===== src/rtl/fifo_flow_ctrl_if.sv =====
// Handshake, datapath-control and status signals between the flow controller
// and its producer/consumer/datapath neighbours.
interface fifo_flow_ctrl_if #(
    parameter int CNT_W = 4
);
    logic             in_valid;
    logic             in_ready;
    logic             out_valid;
    logic             out_ready;
    logic             flush_req;
    logic             drain_req;
    logic             fifo_full;
    logic             fifo_empty;
    logic             fifo_wen;
    logic             fifo_ren;
    logic             fifo_clear;
    logic [CNT_W-1:0] count;
    logic             drain_done;
    logic             err_sync;

    modport master (
        output in_valid, out_ready, flush_req, drain_req, fifo_full, fifo_empty,
        input  in_ready, out_valid, fifo_wen, fifo_ren, fifo_clear, count,
               drain_done, err_sync
    );

    modport slave (
        input  in_valid, out_ready, flush_req, drain_req, fifo_full, fifo_empty,
        output in_ready, out_valid, fifo_wen, fifo_ren, fifo_clear, count,
               drain_done, err_sync
    );
endinterface


===== src/rtl/fifo_flow_ctrl.sv =====
// Sequencing controller for a parallel-write/parallel-read FIFO datapath:
// handshakes to wen/ren/clear, occupancy tracking, flush/drain, flag cross-check.
module fifo_flow_ctrl #(
    parameter int SIZE      = 16,
    parameter int MEM_SIZE  = 8,
    parameter int PAR_WRITE = 2,
    parameter int PAR_READ  = 4,
    parameter int CNT_W     = $clog2(MEM_SIZE) + 1
) (
    input  logic             clk,
    input  logic             rstn,
    fifo_flow_ctrl_if.slave  bus
);

    if (SIZE < 1 || PAR_WRITE < 1 || PAR_READ < 1 ||
        PAR_WRITE > MEM_SIZE || PAR_READ > MEM_SIZE) begin : g_bad_params
        $error("fifo_flow_ctrl: inconsistent parameters");
    end

    localparam logic [1:0] ST_INIT  = 2'd0;
    localparam logic [1:0] ST_RUN   = 2'd1;
    localparam logic [1:0] ST_DRAIN = 2'd2;
    localparam logic [1:0] ST_FLUSH = 2'd3;

    localparam logic [CNT_W:0]   PW_X   = (CNT_W+1)'(PAR_WRITE);
    localparam logic [CNT_W:0]   PR_X   = (CNT_W+1)'(PAR_READ);
    localparam logic [CNT_W:0]   MS_X   = (CNT_W+1)'(MEM_SIZE);
    localparam logic [CNT_W-1:0] MS_CNT = CNT_W'(MEM_SIZE);

    logic [1:0]       state_q, state_d;
    logic [CNT_W-1:0] count_q, count_d;
    logic             err_sync_q, err_sync_d;

    logic             in_ready, out_valid, wfire, rfire, clear, drain_done;
    logic [CNT_W:0]   cnt_x, cnt_next;

    always_comb begin
        state_d    = state_q;
        count_d    = count_q;
        in_ready   = 1'b0;
        out_valid  = 1'b0;
        wfire      = 1'b0;
        rfire      = 1'b0;
        clear      = 1'b0;
        drain_done = 1'b0;
        cnt_x      = {1'b0, count_q};
        cnt_next   = cnt_x;

        case (state_q)
            ST_INIT: begin
                clear   = 1'b1;
                count_d = '0;
                state_d = ST_RUN;
            end
            ST_RUN, ST_DRAIN: begin
                // Handshakes are suppressed while reset is asserted so nothing fires mid-reset.
                if (rstn) begin
                    in_ready  = (state_q == ST_RUN) && !bus.flush_req && !bus.drain_req &&
                                (cnt_x + PW_X <= MS_X);
                    out_valid = !bus.flush_req && (cnt_x >= PR_X);
                    wfire     = bus.in_valid && in_ready;
                    rfire     = out_valid && bus.out_ready;
                    cnt_next  = cnt_x + (wfire ? PW_X : '0) - (rfire ? PR_X : '0);
                    count_d   = cnt_next[CNT_W-1:0];
                    if (bus.flush_req) begin
                        state_d = ST_FLUSH;
                    end else if (state_q == ST_RUN) begin
                        if (bus.drain_req) state_d = ST_DRAIN;
                    end else if (cnt_next < PR_X) begin
                        state_d    = ST_FLUSH;
                        drain_done = 1'b1;
                    end
                end
            end
            default: begin
                clear   = 1'b1;
                count_d = '0;
                state_d = ST_RUN;
            end
        endcase

        // A full counter must be matched by the datapath flag one cycle after the write.
        if (state_q == ST_FLUSH) begin
            err_sync_d = 1'b0;
        end else begin
            err_sync_d = err_sync_q ||
                         (wfire && bus.fifo_full) ||
                         (rfire && bus.fifo_empty) ||
                         ((count_q == MS_CNT) && !bus.fifo_full);
        end
    end

    always_ff @(posedge clk) begin
        if (!rstn) begin
            state_q    <= ST_INIT;
            count_q    <= '0;
            err_sync_q <= 1'b0;
        end else begin
            state_q    <= state_d;
            count_q    <= count_d;
            err_sync_q <= err_sync_d;
        end
    end

    assign bus.in_ready   = in_ready;
    assign bus.out_valid  = out_valid;
    assign bus.fifo_wen   = wfire;
    assign bus.fifo_ren   = rfire;
    assign bus.fifo_clear = clear;
    assign bus.count      = count_q;
    assign bus.drain_done = drain_done;
    assign bus.err_sync   = err_sync_q;

endmodule


===== src/flat_wrapper.sv =====
// flat-port wrapper written by rule: the top's interface ports become plain ports
module fifo_flow_ctrl_flat 
#(
    parameter int SIZE      = 16,
    parameter int MEM_SIZE  = 8,
    parameter int PAR_WRITE = 2,
    parameter int PAR_READ  = 4,
    parameter int CNT_W     = $clog2(MEM_SIZE) + 1
)
  (clk, rstn, bus_in_valid, bus_out_ready, bus_flush_req, bus_drain_req, bus_fifo_full, bus_fifo_empty, bus_in_ready, bus_out_valid, bus_fifo_wen, bus_fifo_ren, bus_fifo_clear, bus_count, bus_drain_done, bus_err_sync);
  fifo_flow_ctrl_if #(.CNT_W(CNT_W)) bus_i ();
  input  logic clk;
  input  logic rstn;
  input wire logic [$bits(bus_i.in_valid)-1:0] bus_in_valid;
  input wire logic [$bits(bus_i.out_ready)-1:0] bus_out_ready;
  input wire logic [$bits(bus_i.flush_req)-1:0] bus_flush_req;
  input wire logic [$bits(bus_i.drain_req)-1:0] bus_drain_req;
  input wire logic [$bits(bus_i.fifo_full)-1:0] bus_fifo_full;
  input wire logic [$bits(bus_i.fifo_empty)-1:0] bus_fifo_empty;
  output wire logic [$bits(bus_i.in_ready)-1:0] bus_in_ready;
  output wire logic [$bits(bus_i.out_valid)-1:0] bus_out_valid;
  output wire logic [$bits(bus_i.fifo_wen)-1:0] bus_fifo_wen;
  output wire logic [$bits(bus_i.fifo_ren)-1:0] bus_fifo_ren;
  output wire logic [$bits(bus_i.fifo_clear)-1:0] bus_fifo_clear;
  output wire logic [$bits(bus_i.count)-1:0] bus_count;
  output wire logic [$bits(bus_i.drain_done)-1:0] bus_drain_done;
  output wire logic [$bits(bus_i.err_sync)-1:0] bus_err_sync;
  assign bus_i.in_valid = bus_in_valid;
  assign bus_i.out_ready = bus_out_ready;
  assign bus_i.flush_req = bus_flush_req;
  assign bus_i.drain_req = bus_drain_req;
  assign bus_i.fifo_full = bus_fifo_full;
  assign bus_i.fifo_empty = bus_fifo_empty;
  assign bus_in_ready = bus_i.in_ready;
  assign bus_out_valid = bus_i.out_valid;
  assign bus_fifo_wen = bus_i.fifo_wen;
  assign bus_fifo_ren = bus_i.fifo_ren;
  assign bus_fifo_clear = bus_i.fifo_clear;
  assign bus_count = bus_i.count;
  assign bus_drain_done = bus_i.drain_done;
  assign bus_err_sync = bus_i.err_sync;
  fifo_flow_ctrl #(.SIZE(SIZE), .MEM_SIZE(MEM_SIZE), .PAR_WRITE(PAR_WRITE), .PAR_READ(PAR_READ), .CNT_W(CNT_W)) u_core (.clk(clk), .rstn(rstn), .bus(bus_i));
endmodule

===== config.mk =====
export PLATFORM = sky130hd
export DESIGN_NAME = fifo_flow_ctrl_flat
export DESIGN_NICKNAME = d
export VERILOG_FILES = /design/src/rtl/fifo_flow_ctrl_if.sv /design/src/rtl/fifo_flow_ctrl.sv /design/src/flat_wrapper.sv
export SDC_FILE = /design/constraint.sdc
export NUM_CORES = 1
export LEC_CHECK = 0
export ABC_CLOCK_PERIOD_IN_PS = 6960
export BUFFER_PORTS_ARGS = -buffer_cell sky130_fd_sc_hd__clkbuf_2
export CAP_MARGIN = 20
export CORE_ASPECT_RATIO = 0.9
export CORE_UTILIZATION = 30
export CTS_CLUSTER_SIZE = 24
export DETAILED_ROUTE_END_ITERATION = 10
export SLEW_MARGIN = 10
export SYNTH_ARGS = -nofsm -noshare
export SYNTH_HDL_FRONTEND = slang
export SYNTH_SLANG_ARGS = --single-unit

===== constraint.sdc =====
create_clock -name clk -period 6.96 [get_ports clk]
set_input_delay 1.392 -clock clk [delete_from_list [all_inputs] [get_ports clk]]
set_output_delay 1.392 -clock clk [all_outputs]
set_load 0.05 [all_outputs]

==> key figures <==
Power and ir drop
  • P per Cell Area: 319 mW/mm^2
  • Pwr Total: 0.000200 W
  • Leakage: around 0.3 nW
  • VDD IR-drop max: 0.000141 V

Setup path
  • Setup crit end kind: output port
  • Critical path class: input port to output port
  • CP Launch Type: input port
  • CP max stage delay: 0.43 ns
  • Sequence of cells on the critical path: clkbuf_2 -> nand2b_1 -> a2111oi_2 -> nand2_1 -> ha_1 -> inv_1 -> fa_1 -> xnor2_1 -> nor2b_1 -> o21ai_0 -> nor4_1 -> clkbuf_2
  • CP dominant cell by count: clkbuf_2
  • CP arrival: 3.96 ns
  • CP max FO: 7
  • Critical Path RT: 5.57 ns
  • Max stage delay cell, worst path: fa_1

Clock network
  • Cts repair resizes: 0
  • Cts hold-fix bufs: 0
  • Clk_lat worst skew: around 0.25 ns
  • Root Driver: clkbuf_4
  • H-tree depth: 1
  • Longest Clk Path Bufs: 2
  • Reg clk slew, reported paths: approximately 0.05 ns
  • Clock Sinks: 6
  • CTS tree: yes
  • CTS Buf Count: 3
  • # Post-CTS Setup Buffers: 0

Cells and area
  • Area of the multi-input gates: 347 um^2
  • Final nets: 98
  • Reg area: 120 um^2
  • Area grow syn2layout: 25.5%
  • Antenna cells: 0
  • # fillers: 164
  • Share of layout cells above drive strength 1: 32.5%

GRT
  • Vias in the first global route: approximately 400
  • Total global-route track usage: 13.8%
  • Remaining global-route overflow: 0
  • Largest net degree at the start of global routing: 9
  • Global-route wire length before repair: 1.74 mm
  • Initial antenna violation count: 0

Routing
  • Via count: around 480
  • Antenna Nets Post-Route: 0
  • Drt drc: 0
  • DR iter-0 viols: 17
  • Wire per inst: between 10 and 15 um
  • Drt via density: 4.70
  • Drt total wl: between 1 and 1.5 mm
  • Pre-antenna DRT Iters: 4

Timing
  • Hold Fails Final Rpt: 0
  • Slew Viols, Final: 0
  • RSZ-0062 raised after global routing: no
  • Fmax achieved: 187 MHz
  • Final period util: 76.8%
  • Fin Setup TNS: 0 ns
  • Clock Skew: 0.00675 ns
  • Hold Worst Slack: 0.584 ns
  • Fin crit period: 5.35 ns
  • Final setup violation count: 0

Floorplan
  • Die footprint: 0.00184 mm^2
  • Die Width: 45.1 um
  • Chip Height: 40.8 um
  • Core Area: ~0.0015 mm^2
  • Initial Util: 33.4%
  • # rows: 13
  • I/O pins: 19

Yosys
  • Ys async rst share: 0%
  • Synth area leaders: dfxtp_1 (24%), ha_1 (18%), inv_1 (5.3%), nor2_1 (5.3%), and3_2 (4.5%)
  • Post-Synthesis Cells: between 60 and 70
  • Mapped Area: around 500 um^2
  • Most frequent cells after synthesis: ha_1 (7), inv_1 (7), nor2_1 (7), dfxtp_1 (6), a21oi_1 (4)
  • Post-Syn Nets: 77
  • Synth cell types: 26
  • Post-synth top flop: dfxtp_1
  • Post-synth EDFFs: 0
  • Flops & latches, synth: 6
  • Leading area contributor after synthesis: dfxtp_1
  • Top-area cell type share of the netlist area: 24.0%
  • Post-synthesis sequential area ratio: 24.0%
  • YS warnings: 0
  • Syn avg cell area: slightly above 8 um^2

Placed design
  • Final GP Congestion: 0.732
  • Final HPWL DP: 922 um
  • Port Buffers: 17

Job
  • Max_cap viols: 0

Run status
  • Status: complete, no violations

Min path
  • Worst hold path class: flip-flop to flip-flop
## worst max-delay path: cells and delay by family
family	cells	cell delay [ns]
adder cells (fa/ha/maj)	2	0.74
AND/OR/NAND/NOR	4	0.64
buffers and inverters	3	0.52
AO/OA/AOI/OAI	2	0.48
XOR/XNOR	1	0.17
## through the flow
step	utilization (%)	setup slack, ns	cells	instance area, um^2
5_1_grt	42.0	1.29	102	628
3_3_place_gp	40.5	1.68	99	606
6_report	42.0	1.61	102	628
4_1_cts	42.0	1.62	102	628
3_5_place_dp	40.5	1.64	99	606
2_1_floorplan	-	1.00	61	500
## registers in the layout, summed over array words and instances, names as in the netlist
register and cells:
u_core.bus.count 3, u_core.bus.err_sync 1, u_core.state_q 2
## cell usage in the layout, fill, tap and decap left out, types with 2 or more instances in the layout
cell	instances
nand2b_1	3
clkbuf_2	17
nand2_1	2
ha_1	7
and3_2	3
o21ai_0	2
inv_1	7
nand4_1	2
nor3_1	2
dfxtp_1	6
clkbuf_4	3
a21oi_1	4
nor2_1	7
nor4_1	2
## cells by family after synthesis
family                     Yosys count  share of synthesized area [%]
and+or+nand+nor                     25                           27.5
AOI/OAI and AO/OA                   10                           13.8
adders and majority gates            8                           21.5
buffers and inverters                8                           6.75
DFF                                  6                           24.0
xor gates and xnor gates             2                           3.50
other                                1                          0.749
muxes                                1                           2.25
## power breakdown
part | switching, W | internal, W
logic | 0.0000789 | 0.0000386
registers | 0.00000932 | 0.0000413
clock network | 0.0000129 | 0.0000195
total | 0.000101 | 0.0000994
## worst paths after layout
| path | slack [ns] | end | startpoint | cells after the start |
|---|---|---|---|---|
| max reg2reg | 4.07 | u_core.state_q[0]$_SDFFE_PN0P_ | u_core.bus.count[2]$_SDFF_PN0_ | 11 |
| min reg2reg | 0.58 | u_core.bus.err_sync$_SDFF_PP0_ | u_core.bus.err_sync$_SDFF_PP0_ | 2 |
| min | 0.58 | u_core.bus.err_sync$_SDFF_PP0_ | u_core.bus.err_sync$_SDFF_PP0_ | 2 |
| max | 1.61 | bus_drain_done | bus_flush_req | 12 |
## routing by layer
metal / vias to the layer above / GRT usage, % / share of wire, %
met1: 207 / 19.1 / 50
met2: 16 / 19.6 / 44
li1: 256 / - / -
met3: 0 / 6.61 / 5.5
met4: 0 / 2.27 / 0
met5: - / 0 / 0
## cell type report
class                           instances  area share (%)
Tap cell                               22            4.38
Inverter                                7            4.18
Sequential cell                         6            19.1
Timing Repair Buffer                   17            13.5
Multi-Input combinational cell         47            55.2
Clock buffer                            3            3.59
Power figures use the tool's default switching activity.
